==> src/rtl/hazard_scoreboard.sv <==
// ID-stage RAW hazard scoreboard: write delay line, per-register pending counters, stall and stall statistic.
// Optional macro HAZARD_WB_BYPASS_EN: the retiring write is treated as already visible (write-before-read).
module hazard_scoreboard #(
    parameter int WB_LATENCY  = 3,
    parameter int CNT_W       = 2,
    parameter int STALL_CNT_W = 16
) (
    input  logic                   clk,
    input  logic                   rst,
    input  logic                   id_valid,
    input  logic [1:0]             has_hazard,
    input  logic [1:0]             ra,
    input  logic [1:0]             rb,
    input  logic                   id_wr_en,
    input  logic [1:0]             id_rd,
    output logic                   stall,
    output logic [3:0]             busy,
    output logic [STALL_CNT_W-1:0] stall_cnt
);

    logic [WB_LATENCY-1:0] stg_v;
    logic [1:0]            stg_rd [WB_LATENCY];
    logic [CNT_W-1:0]      cnt    [4];
    logic [3:0]            pend;
    logic                  insert;
    logic                  retire;
    logic [1:0]            retire_rd;

    assign retire    = stg_v[WB_LATENCY-1];
    assign retire_rd = stg_rd[WB_LATENCY-1];
    assign insert    = id_valid & id_wr_en & ~stall;

    always_comb begin
        busy = '0;
        pend = '0;
        for (int unsigned r = 0; r < 4; r++) begin
            busy[r] = (cnt[r] != '0);
`ifdef HAZARD_WB_BYPASS_EN
            // The retiring write lands in the register file before this cycle's read.
            pend[r] = ((cnt[r] - CNT_W'(retire && (retire_rd == 2'(r)))) != '0);
`else
            pend[r] = (cnt[r] != '0);
`endif
        end
    end

    // Insert happens after this check, so an instruction never stalls on its own destination.
    assign stall = id_valid & ((has_hazard[1] & pend[ra]) | (has_hazard[0] & pend[rb]));

    always_ff @(posedge clk or posedge rst) begin
        if (rst) begin
            stg_v <= '0;
            for (int unsigned i = 0; i < WB_LATENCY; i++) begin
                stg_rd[i] <= '0;
            end
        end else begin
            stg_v[0]  <= insert;
            stg_rd[0] <= id_rd;
            for (int unsigned i = 1; i < WB_LATENCY; i++) begin
                stg_v[i]  <= stg_v[i-1];
                stg_rd[i] <= stg_rd[i-1];
            end
        end
    end

    always_ff @(posedge clk or posedge rst) begin
        if (rst) begin
            for (int unsigned r = 0; r < 4; r++) begin
                cnt[r] <= '0;
            end
        end else begin
            for (int unsigned r = 0; r < 4; r++) begin
                if ((insert && id_rd == 2'(r)) && !(retire && retire_rd == 2'(r))) begin
                    cnt[r] <= cnt[r] + CNT_W'(1);
                end else if (!(insert && id_rd == 2'(r)) && (retire && retire_rd == 2'(r))) begin
                    cnt[r] <= cnt[r] - CNT_W'(1);
                end
            end
        end
    end

    always_ff @(posedge clk or posedge rst) begin
        if (rst) begin
            stall_cnt <= '0;
        end else if (stall && stall_cnt != '1) begin
            stall_cnt <= stall_cnt + STALL_CNT_W'(1);
        end
    end

endmodule

==> config.mk <==
export PLATFORM = sky130hd
export DESIGN_NAME = hazard_scoreboard
export DESIGN_NICKNAME = d
export VERILOG_FILES = /design/src/rtl/hazard_scoreboard.sv
export SDC_FILE = /design/constraint.sdc
export NUM_CORES = 1
export LEC_CHECK = 0
export CAP_MARGIN = 5
export CORE_MARGIN = 10
export CORE_UTILIZATION = 50
export DETAILED_ROUTE_END_ITERATION = 16
export PLACE_DENSITY = 0.75
export SLEW_MARGIN = 20
export SYNTH_ARGS = -nofsm -noshare
export SYNTH_HDL_FRONTEND = slang
export SYNTH_SLANG_ARGS = --single-unit
==> constraint.sdc <==
create_clock -name clk -period 2.6 [get_ports clk]
set_input_delay 0.39 -clock clk [delete_from_list [all_inputs] [get_ports clk]]
set_output_delay 0.39 -clock clk [all_outputs]
set_load 0.05 [all_outputs]
==> qor.csv, run 1 <==
stage;metric;value;unit
drt;Iteration-0 DRC Markers;55;
logic_synthesis;Primary FF master, synth;dfrtp_1;
placement;placed wire-length estimate;2.644;mm
global_route;number of global-route vias before repair;1234;
floorplan;die area;5881;um2
timing;Setup WS post-layout;0.1014;ns
worst_setup_path;crit start category;register;
clock_network;clock sinks;33;
min_path;hold wc startpoint;stg_v[0]$_DFF_PP0_;
global_route;initial antenna violation count;0;
pwr;Power Density;893.1;nW/um2
logic_synthesis;most common cell in the netlist;dfrtp_1;
pwr;combinational power share;41.5;%
logic_synthesis;Synth Cell Area;1607;um2
pwr;Net Sw Frac;40.68;%
floorplan;Starting Density;52.62;%
min_path;Hold Path Class;reg -> reg;
drt;via count;1177;
logic_synthesis;Syn Nets;152;
global_route;Tot GR Track Use;12.44;%
timing;Final min period;2.499;ns
global_route;global route overflow;0;
logic_synthesis;YS warnings;0;
pwr;sw power;0.7541;mW
global_route;largest net degree at the start of global routing;34;
clock_network;clock latency on the worst-skew pair;0.33;ns
worst_setup_path;WS Path Type;reg -> out;
drt;number of vias per cell;5.278;
drt;antenna-violating nets left;0;
timing;Least-Margin Pin Slew;0.5127;ns
placement;placer congestion estimate;0.7883;
logic_synthesis;Syn Inst Count;135;
worst_setup_path;crit path DAT;2.11;ns
timing;RSZ-0062 raised after global routing;false;
timing;Max Slew Vio Count;0;
clock_network;CTS max path bufs;2;
logic_synthesis;number of enable flip-flop cells after synthesis;0;
drt;first drt pass iteration count;4;
worst_setup_path;crit-path max FO;8;
clock_network;CTS tree;done;
logic_synthesis;Synth area leader;dfrtp_1;
timing;f_max;400.2;MHz
min_path;hold path cells;0;
pwr;Int Pwr;1.100;mW
clock_network;Num CTS Buffers;5;
floorplan;# rows;20;
floorplan;Die Wd;76.69;um
logic_synthesis;share of the synthesized area in the top cell type;51.40;%
timing;final setup violation count;0;
logic_synthesis;Synth Area per Inst;11.90;um2
pwr;VDD IR max;0.6619;mV
timing;Worst slew margin;65.71;%
timing;Final Hold Fails;0;
clock_network;Clock transition at path regs;0.10;ns
clock_network;H-tree Lvls;2;
global_route;first-pass GRT wire length;6.051;mm
min_path;Worst Hold End;stg_v[1]$_DFF_PP0_;
floorplan;die height;76.69;um
worst_setup_path;RR Endpoint;cnt[7]$_DFFE_PP0P_;
worst_setup_path;worst reg2reg startpoint;cnt[0]$_DFFE_PP0P_;
worst_setup_path;R2R cell count;8;
logic_synthesis;async set or reset register ratio after synthesis;100.0;%
logic_synthesis;Post-synth top cells;dfrtp_1 (33), xnor2_1 (16), nor2_1 (11);
drt;drt wl/cell;15.45;um
logic_synthesis;synthesized flop and latch total;33;
clock_network;clk root buf;clkbuf_4;
timing;final worst path period share;96.10;%
logic_synthesis;ranking of synthesized cells by area;dfrtp_1 (51%), xnor2_1 (8.7%), xor2_1 (4.9%), ha_1 (3.9%), nand3_2 (3.7%);
worst_setup_path;nature of the critical path endpoint;output port;
drt;final wirelength;3.446;mm
final_layout;Final #Nets;195;
clock_network;post-CTS setup buffers;0;
placement;setup slack at placement;-0.06970;ns
pwr;clock share of power;17.5;%
timing;Setup TNS;0;ns
pwr;leakage power;0.8686;nW
outcome;status;finished clean;
final_layout;share of cells above drive strength 1;16.76;%
logic_synthesis;Synth cell types;31;
placement;PortBufs;32;
final_layout;Area growth, synth to finish;29.21;%
final_layout;n_diodes;0;
worst_setup_path;Worst R2R Setup Slack;0.15;ns
floorplan;I/O pin cnt;33;
floorplan;area of the core;3053;um2
clock_network;Post-CTS Resized;0;
logic_synthesis;register area share after synthesis;51.40;%
worst_setup_path;Req. time, crit path;2.21;ns
clock_network;cts hold-fix bufs;0;
pwr;Seq pwr share;41.0;%
pwr;total power;1.854;mW
drt;DRC Markers;0;
timing;Hold Slack;0.3504;ns
timing;clock skew;0.008261;ns
flow_run;Max-cap violations;0;
-- sequential cells by signal (all words and copies together) (netlist names) --
name	flops
stall_cnt	16
stg_v	3
stg_rd	4
retire_rd	2
cnt	8
-- worst max path at each step --
stage / cells after the start / slack (ns) / endpoint / from
floorplan: 9 / 0.09 / cnt[7]$_DFFE_PP0P_ / cnt[2]$_DFFE_PP0P_
global placement: 9 / 0.03 / cnt[3]$_DFFE_PP0P_ / ra[0]
detailed placement: 9 / -0.07 / cnt[3]$_DFFE_PP0P_ / ra[0]
CTS: 4 / 0.07 / stall / cnt[0]$_DFFE_PP0P_
global route: 8 / 0.005 / cnt[7]$_DFFE_PP0P_ / cnt[4]$_DFFE_PP0P_
finish: 4 / 0.10 / stall / cnt[0]$_DFFE_PP0P_
-- area by class of cell --
| class | count | area (um2) |
|---|---|---|
| clock buffer | 7 | 65.06 |
| clock inverter | 1 | 5.005 |
| fill | 241 | 977.2 |
| inverter | 4 | 15.01 |
| multi-input combinational | 97 | 754.5 |
| sequential | 33 | 825.8 |
| tap | 44 | 55.05 |
| timing repair buffer | 37 | 355.3 |
-- logic make-up (layout without fill, tap and decap cells) --
kind of cell	count (synthesis)	in the layout	share of synthesized area [%]
compound gates	4	4	2.180
xor+xnor	25	25	13.63
fa+ha+maj	5	5	3.894
buf+inv	5	49	1.635
flops	33	33	51.40
mux	4	4	4.205
simple gates	59	59	23.05
-- cells in the final DEF (no fill, tap or decap), types with 2 or more instances in the layout --
cell type | netlist | layout
xnor2_1 | 16 | 16
buf_4 | 0 | 6
nand3b_1 | 2 | 2
and3_1 | 5 | 5
mux2_2 | 2 | 2
nand4b_1 | 3 | 3
nand3_2 | 6 | 6
xor2_1 | 9 | 9
nand3_1 | 4 | 4
and2_1 | 2 | 2
dfrtp_1 | 33 | 33
nor3_1 | 3 | 3
clkdlybuf4s50_1 | 0 | 31
ha_1 | 5 | 5
clkbuf_4 | 0 | 5
nor2_1 | 11 | 11
mux4_2 | 2 | 2
clkbuf_8 | 0 | 2
nand4_1 | 6 | 6
or2_1 | 3 | 3
nand2_1 | 5 | 5
nor2b_1 | 2 | 2
inv_1 | 4 | 4
-- per-stage QoR --
stage / cell area [um2] / instances / utilization, %
global route: 2076 / 223 / 67.99
finish: 2076 / 223 / 67.99
CTS: 2076 / 223 / 67.99
global placement: 2006 / 215 / 65.70
detailed placement: 2006 / 215 / 65.70
floorplan: 1607 / 135 / -
-- metal layers --
metal | track usage, % | part of all wire (%)
met5 | 0 | 0
met1 | 14.53 | 42
met2 | 20.32 | 51
met4 | 4.461 | 1.2
met3 | 4.662 | 6.0
-- power groups by stage --
stage               registers (mW)  logic (mW)  clock network (mW)
floorplan                    0.909       0.377                   0
detailed placement           0.771       0.778                   0
global placement             0.760       0.762                   0
finish                       0.760       0.769               0.325
CTS                          0.764       0.781               0.340
global route                 0.782       0.827               0.359
-- critical path, stage by stage, from the launching register on --
cell	delay (ns)
dfrtp_1	0.42
or2_4	0.27
mux4_2	0.49
a32o_2	0.37
buf_4	0.22
Power figures use the tool's default switching activity.
==> inputs of run 2 (changes only) <==
==> constraint.sdc (replaced) <==
create_clock -name clk -period 2.6 [get_ports clk]
set_input_delay 0.52 -clock clk [delete_from_list [all_inputs] [get_ports clk]]
set_output_delay 0.52 -clock clk [all_outputs]
set_load 0.05 [all_outputs]
==> qor.csv, run 2 (synthesized netlist as in run 1, its figures left out) <==
stage;metric;value;unit;change
worst_setup_path;crit start category;input port;;
global_route;initial antenna violation count;0;;unchanged
worst_setup_path;crit-path cells;clkdlybuf4s50_1 > mux4_2 > a32o_2 > buf_6;;
global_route;Tot GR Track Use;12.53;%;+0.091 points
drt;antenna-violating nets left;0;;unchanged
placement;PortBufs;32;;unchanged
final_layout;commonest non-fill, non-tap cell in the layout;dfrtp_1;;
floorplan;die height;76.69;um;unchanged
floorplan;Die Wd;76.69;um;unchanged
timing;final worst path period share;97.89;%;+1.8 points
pwr;leakage power;0.8811;nW;+1.4%
global_route;number of global-route vias before repair;1213;;-1.7%
clock_network;CTS tree;done;;
final_layout;share of cells above drive strength 1;18.68;%;+1.9 points
floorplan;Starting Density;52.62;%;unchanged
worst_setup_path;Req. time, crit path;2.08;ns;-0.13 ns
global_route;largest net degree at the start of global routing;34;;unchanged
clock_network;CTS max path bufs;2;;unchanged
flow_run;Max-cap violations;0;;unchanged
timing;Setup WS post-layout;0.05474;ns;-0.04664 ns
drt;DRC Markers;0;;unchanged
timing;Final min period;2.545;ns;+0.04664 ns
clock_network;cts hold-fix bufs;0;;unchanged
timing;clock skew;0.006194;ns;-0.002067 ns
outcome;status;finished clean;;
final_layout;Final Util;68.93;%;+0.94 points
floorplan;# rows;20;;unchanged
pwr;VDD IR max;0.6884;mV;+4.0%
global_route;global route overflow;0;;unchanged
floorplan;I/O pin cnt;33;;unchanged
min_path;Hold Path Class;reg -> reg;;
timing;RSZ-0062 raised after global routing;false;;
final_layout;max FFs per register;16;;unchanged
final_layout;top flop regs;stall_cnt x16, cnt x8, stg_rd x4;;
placement;placer congestion estimate;0.7848;;-0.44%
timing;f_max;392.9;MHz;-1.8%
clock_network;clock sinks;33;;unchanged
worst_setup_path;crit path DAT;2.03;ns;-0.08 ns
clock_network;Clock transition at path regs;0.09;ns;about the same
worst_setup_path;crit-path max FO;4;;-4
drt;drt wl/cell;15.38;um;-0.47%
timing;Max Slew Vio Count;0;;unchanged
final_layout;n_diodes;0;;unchanged
drt;Iteration-0 DRC Markers;32;;-42%
timing;final setup violation count;0;;unchanged
floorplan;die area;5881;um2;unchanged
clock_network;H-tree Lvls;2;;unchanged
pwr;Power Density;884.8;nW/um2;-0.94%
placement;setup slack at placement;-0.1610;ns;-0.09128 ns
timing;Least-Margin Pin Slew;0.5087;ns;-0.004015 ns
clock_network;clock latency on the worst-skew pair;0.34;ns;about the same
final_layout;most frequent cells in the layout;dfrtp_1 (33), clkdlybuf4s50_1 (31), xnor2_1 (16), nor2_1 (11);;
drt;final wirelength;3.476;mm;+0.87%
worst_setup_path;slowest CP cell;mux4_2;;
global_route;first-pass GRT wire length;5.989;mm;-1.0%
placement;placed wire-length estimate;2.618;mm;-0.96%
timing;Setup TNS;0;ns;unchanged
worst_setup_path;Crit path largest cell delay;0.52;ns;+0.03 ns
drt;number of vias per cell;5.270;;-0.15%
timing;Final Hold Fails;0;;unchanged
clock_network;clk root buf;clkbuf_4;;
final_layout;Biggest register;stall_cnt;;
clock_network;Num CTS Buffers;5;;unchanged
worst_setup_path;nature of the critical path endpoint;output port;;
drt;via count;1191;;+1.2%
worst_setup_path;WS Path Type;in -> out;;
timing;Worst slew margin;65.98;%;+0.27 points
drt;first drt pass iteration count;4;;unchanged
final_layout;Area growth, synth to finish;31.00;%;
worst_setup_path;Worst R2R Setup Slack;0.18;ns;+0.03 ns
floorplan;area of the core;3053;um2;unchanged
final_layout;Final #Nets;199;;+2.1%
==> run 2: cell count changes in the layout (fill, tap and decap cells not counted) <==
cell      before  now
nand3_2        6    7
buf_4          6    9
clkbuf_8       2    1
clkbuf_1       0    1
nand3_1        4    3
nor3_2         0    1
clkinv_2       1    0
nor3_1         3    2
buf_6          0    1
==> run 2: area by class of cell <==
type                    instances  area [um2]
multi-input cells              97       764.5
fillers                       243       948.4
clock buffers                   7       55.05
repair buffers                 41       389.1
inverters                       4       15.01
well taps                      44       55.05
flip-flops and latches         33       825.8
==> run 2: worst paths after layout <==
check | from | cells past startpoint | endpoint
worst max-delay path | rb[0] | 4 | stall
worst min-delay path | stg_rd[4]$_DFF_PP0_ | 0 | stg_rd[2]$_DFF_PP0_
worst max register to register | cnt[4]$_DFFE_PP0P_ | 8 | cnt[5]$_DFFE_PP0P_
worst min register to register | stg_rd[4]$_DFF_PP0_ | 0 | stg_rd[2]$_DFF_PP0_
max in group asynchronous | rst | 3 | cnt[0]$_DFFE_PP0P_
min in group asynchronous | rst | 3 | stall_cnt[14]$_DFFE_PP0P_
==> run 2: worst max-delay path, delay by kind of cell <==
kind,cells,cell delay [ns]
buf+inv,2,0.65
mux,1,0.52
compound gates,1,0.34
==> run 2: what timing repair did <==
action	CTS	global route
resized for setup	0	3
setup endpoints to repair	0	2
buffers inserted	0	2
==> run 2: through the flow <==
stage / instances / power (mW) / instance area [um2] / hold slack, ns
floorplan: 135 / 1.286 / 1607 / 0.3312
CTS: 224 / 1.850 / 2076 / 0.3529
detailed placement: 217 / 1.553 / 2021 / 0.3347
global placement: 217 / 1.532 / 2021 / 0.3326
global route: 226 / 1.967 / 2105 / 0.3632
finish: 226 / 1.862 / 2105 / 0.3476
==> run 2: per-layer routing <==
metal	part of all wire [%]	GRT usage [%]	vias to the layer above
met2	49	20.07	29
met5	0	0	-
met1	43	14.30	585
met4	1.9	6.134	0
met3	5.5	4.779	7
li1	-	-	570
==> run 2: report_power, final <==
group          total [mW]  internal [mW]  switching (mW)
logic               0.807          0.342           0.465
registers           0.762          0.631           0.131
clock network       0.292          0.127           0.165
total                1.86           1.10           0.761
==> inputs of run 3 (changes only) <==
--- a/config.mk
+++ b/config.mk
@@ -5,7 +5,6 @@
 export SDC_FILE = /design/constraint.sdc
 export NUM_CORES = 1
 export LEC_CHECK = 0
-export CAP_MARGIN = 5
 export CORE_MARGIN = 10
 export CORE_UTILIZATION = 50
 export DETAILED_ROUTE_END_ITERATION = 16
==> constraint.sdc (replaced) <==
create_clock -name clk -period 2.6 [get_ports clk]
set_input_delay 0.52 -clock clk [delete_from_list [all_inputs] [get_ports clk]]
set_output_delay 0.52 -clock clk [all_outputs]
set_load 0.02 [all_outputs]
==> qor.csv, run 3 (synthesized netlist as in run 1, its figures left out) <==
stage;metric;value;unit;change
drt;via count;1206;;+1.3%
final_layout;Biggest register;stall_cnt;;
final_layout;commonest non-fill, non-tap cell in the layout;dfrtp_1;;
drt;drt wl/cell;15.10;um;-1.8%
timing;Least-Margin Pin Slew;0.4089;ns;-0.09981 ns
worst_setup_path;Req. time, crit path;2.08;ns;about the same
drt;first drt pass iteration count;4;;unchanged
global_route;largest net degree at the start of global routing;34;;unchanged
drt;DRC Markers;0;;unchanged
timing;Setup TNS;0;ns;unchanged
timing;Final Hold Fails;0;;unchanged
pwr;Seq pwr share;42.1;%;+1.2 points
final_layout;most frequent cells in the layout;dfrtp_1 (33), clkdlybuf4s50_1 (29), xnor2_1 (16), buf_4 (13), nor2_1 (11);;
worst_setup_path;crit-path max FO;3;;-1
pwr;sw power;0.6036;mW;-21%
clock_network;Num CTS Buffers;5;;unchanged
final_layout;Area growth, synth to finish;34.19;%;
worst_setup_path;Worst R2R Setup Slack;0.14;ns;-0.04 ns
drt;final wirelength;3.489;mm;+0.37%
clock_network;CTS tree;done;;
final_layout;n_diodes;0;;unchanged
timing;Final min period;2.485;ns;-0.06063 ns
floorplan;die height;76.69;um;unchanged
placement;setup slack at placement;-0.3000;ns;-0.1390 ns
pwr;leakage power;0.9283;nW;+5.4%
global_route;Tot GR Track Use;13.01;%;+0.48 points
final_layout;share of cells above drive strength 1;22.99;%;+4.3 points
floorplan;I/O pin cnt;33;;unchanged
placement;placer congestion estimate;0.8172;;+4.1%
worst_setup_path;nature of the critical path endpoint;output port;;
pwr;VDD IR max;0.5101;mV;-26%
worst_setup_path;crit path DAT;1.96;ns;-0.07 ns
global_route;global route overflow;0;;unchanged
drt;number of vias per cell;5.221;;-0.93%
floorplan;# rows;20;;unchanged
global_route;first-pass GRT wire length;6.175;mm;+3.1%
flow_run;Max-cap violations;0;;unchanged
global_route;number of global-route vias before repair;1284;;+5.9%
placement;dpl cells;219;;+0.92%
clock_network;Clock transition at path regs;0.10;ns;about the same
worst_setup_path;WS Path Type;reg -> out;;
pwr;Power Density;821.8;nW/um2;-7.1%
floorplan;area of the core;3053;um2;unchanged
placement;placed cell area;2038;um2;+0.87%
clock_network;clock latency on the worst-skew pair;0.34;ns;about the same
final_layout;final std cells w/o fill;231;;+2.2%
timing;Max Slew Vio Count;0;;unchanged
drt;Iteration-0 DRC Markers;70;;+120%
outcome;status;finished clean;;
final_layout;Final #Nets;203;;+2.0%
floorplan;Die Wd;76.69;um;unchanged
clock_network;clock sinks;33;;unchanged
floorplan;die area;5881;um2;unchanged
final_layout;final instance area;2156;um2;+2.4%
pwr;combinational power share;39.3;%;-4.1 points
placement;PortBufs;32;;unchanged
timing;clock skew;0.006208;ns;+0.00001435 ns
timing;Setup WS post-layout;0.1154;ns;+0.06063 ns
timing;f_max;402.5;MHz;+2.4%
timing;Worst slew margin;72.74;%;+6.8 points
floorplan;Starting Density;52.62;%;unchanged
timing;final worst path period share;95.56;%;-2.3 points
pwr;Net Sw Frac;34.07;%;-6.8 points
clock_network;cts hold-fix bufs;0;;unchanged
clock_network;clk root buf;clkbuf_4;;
pwr;Int Pwr;1.168;mW;+6.1%
placement;placed wire-length estimate;2.574;mm;-1.7%
drt;antenna-violating nets left;0;;unchanged
worst_setup_path;crit start category;register;;
pwr;clock share of power;18.6;%;+2.9 points
min_path;Hold Path Class;reg -> reg;;
final_layout;top flop regs;stall_cnt x16, cnt x8, stg_rd x4;;
timing;RSZ-0062 raised after global routing;false;;
timing;final setup violation count;0;;unchanged
clock_network;CTS max path bufs;2;;unchanged
global_route;initial antenna violation count;0;;unchanged
clock_network;H-tree Lvls;2;;unchanged
final_layout;max FFs per register;16;;unchanged
-- run 3: cell count changes in the layout (fill, tap and decap cells not counted), sizes merged --
cell,delta
buf,+4
clkdlybuf4s50,-2
dlymetal6s2s,+2
clkinv,+1
-- run 3: repair_timing --
action / CTS / global route
pin swaps: 0 / 7
resized for setup: 4 / 7
setup buffers: 3 / 2
setup endpoints to repair: 1 / 5
-- run 3: routing by layer --
metal	share of wire (%)	global-route usage (%)
met1	44	14.77
met2	49	21.42
met3	5.5	5.128
met4	1.5	5.019
met5	0	0
-- run 3: stage by stage --
stage / total power [mW] / util (%) / hold WS (ns)
after detailed placement: 1.393 / 66.76 / 0.3355
after global placement: 1.380 / 66.76 / 0.3330
after floorplan: 1.113 / - / 0.3312
final: 1.772 / 70.61 / 0.3580
after CTS: 1.761 / 69.63 / 0.3597
after global routing: 1.891 / 70.61 / 0.3634
-- run 3: layout make-up --
type                            instances  area (um2)
Clock inverter                          1       5.005
Timing Repair Buffer                   45       417.9
Multi-Input combinational cell         97       772.0
Fill cell                             241       897.1
Sequential cell                        33       825.8
Clock buffer                            7       65.06
Tap cell                               44       55.05
Inverter                                4       15.01
-- run 3: path summary, 6_finish.rpt --
kind,start,to,cells past startpoint
setup / recovery,cnt[3]$_DFFE_PP0P_,stall,4
hold / removal,stg_rd[4]$_DFF_PP0_,stg_rd[2]$_DFF_PP0_,0
setup reg to reg,cnt[3]$_DFFE_PP0P_,cnt[3]$_DFFE_PP0P_,10
hold reg to reg,stg_rd[4]$_DFF_PP0_,stg_rd[2]$_DFF_PP0_,0
max in group asynchronous,rst,stall_cnt[8]$_DFFE_PP0P_,3
min in group asynchronous,rst,retire_rd[1]$_DFF_PP0_,3
-- run 3: worst max-delay path, cell delays in order (launching register included) --
cell	delay (ns)
dfrtp_1	0.40
or2_1	0.26
mux4_2	0.50
a32o_2	0.31
buf_2	0.16
-- run 3: power groups by stage --
stage               clock network, mW  registers (mW)  logic [mW]
global placement                    0           0.761       0.618
detailed placement                  0           0.765       0.628
global route                    0.369           0.766       0.755
CTS                             0.341           0.743       0.677
floorplan                           0           0.802       0.312
finish                          0.330           0.746       0.696
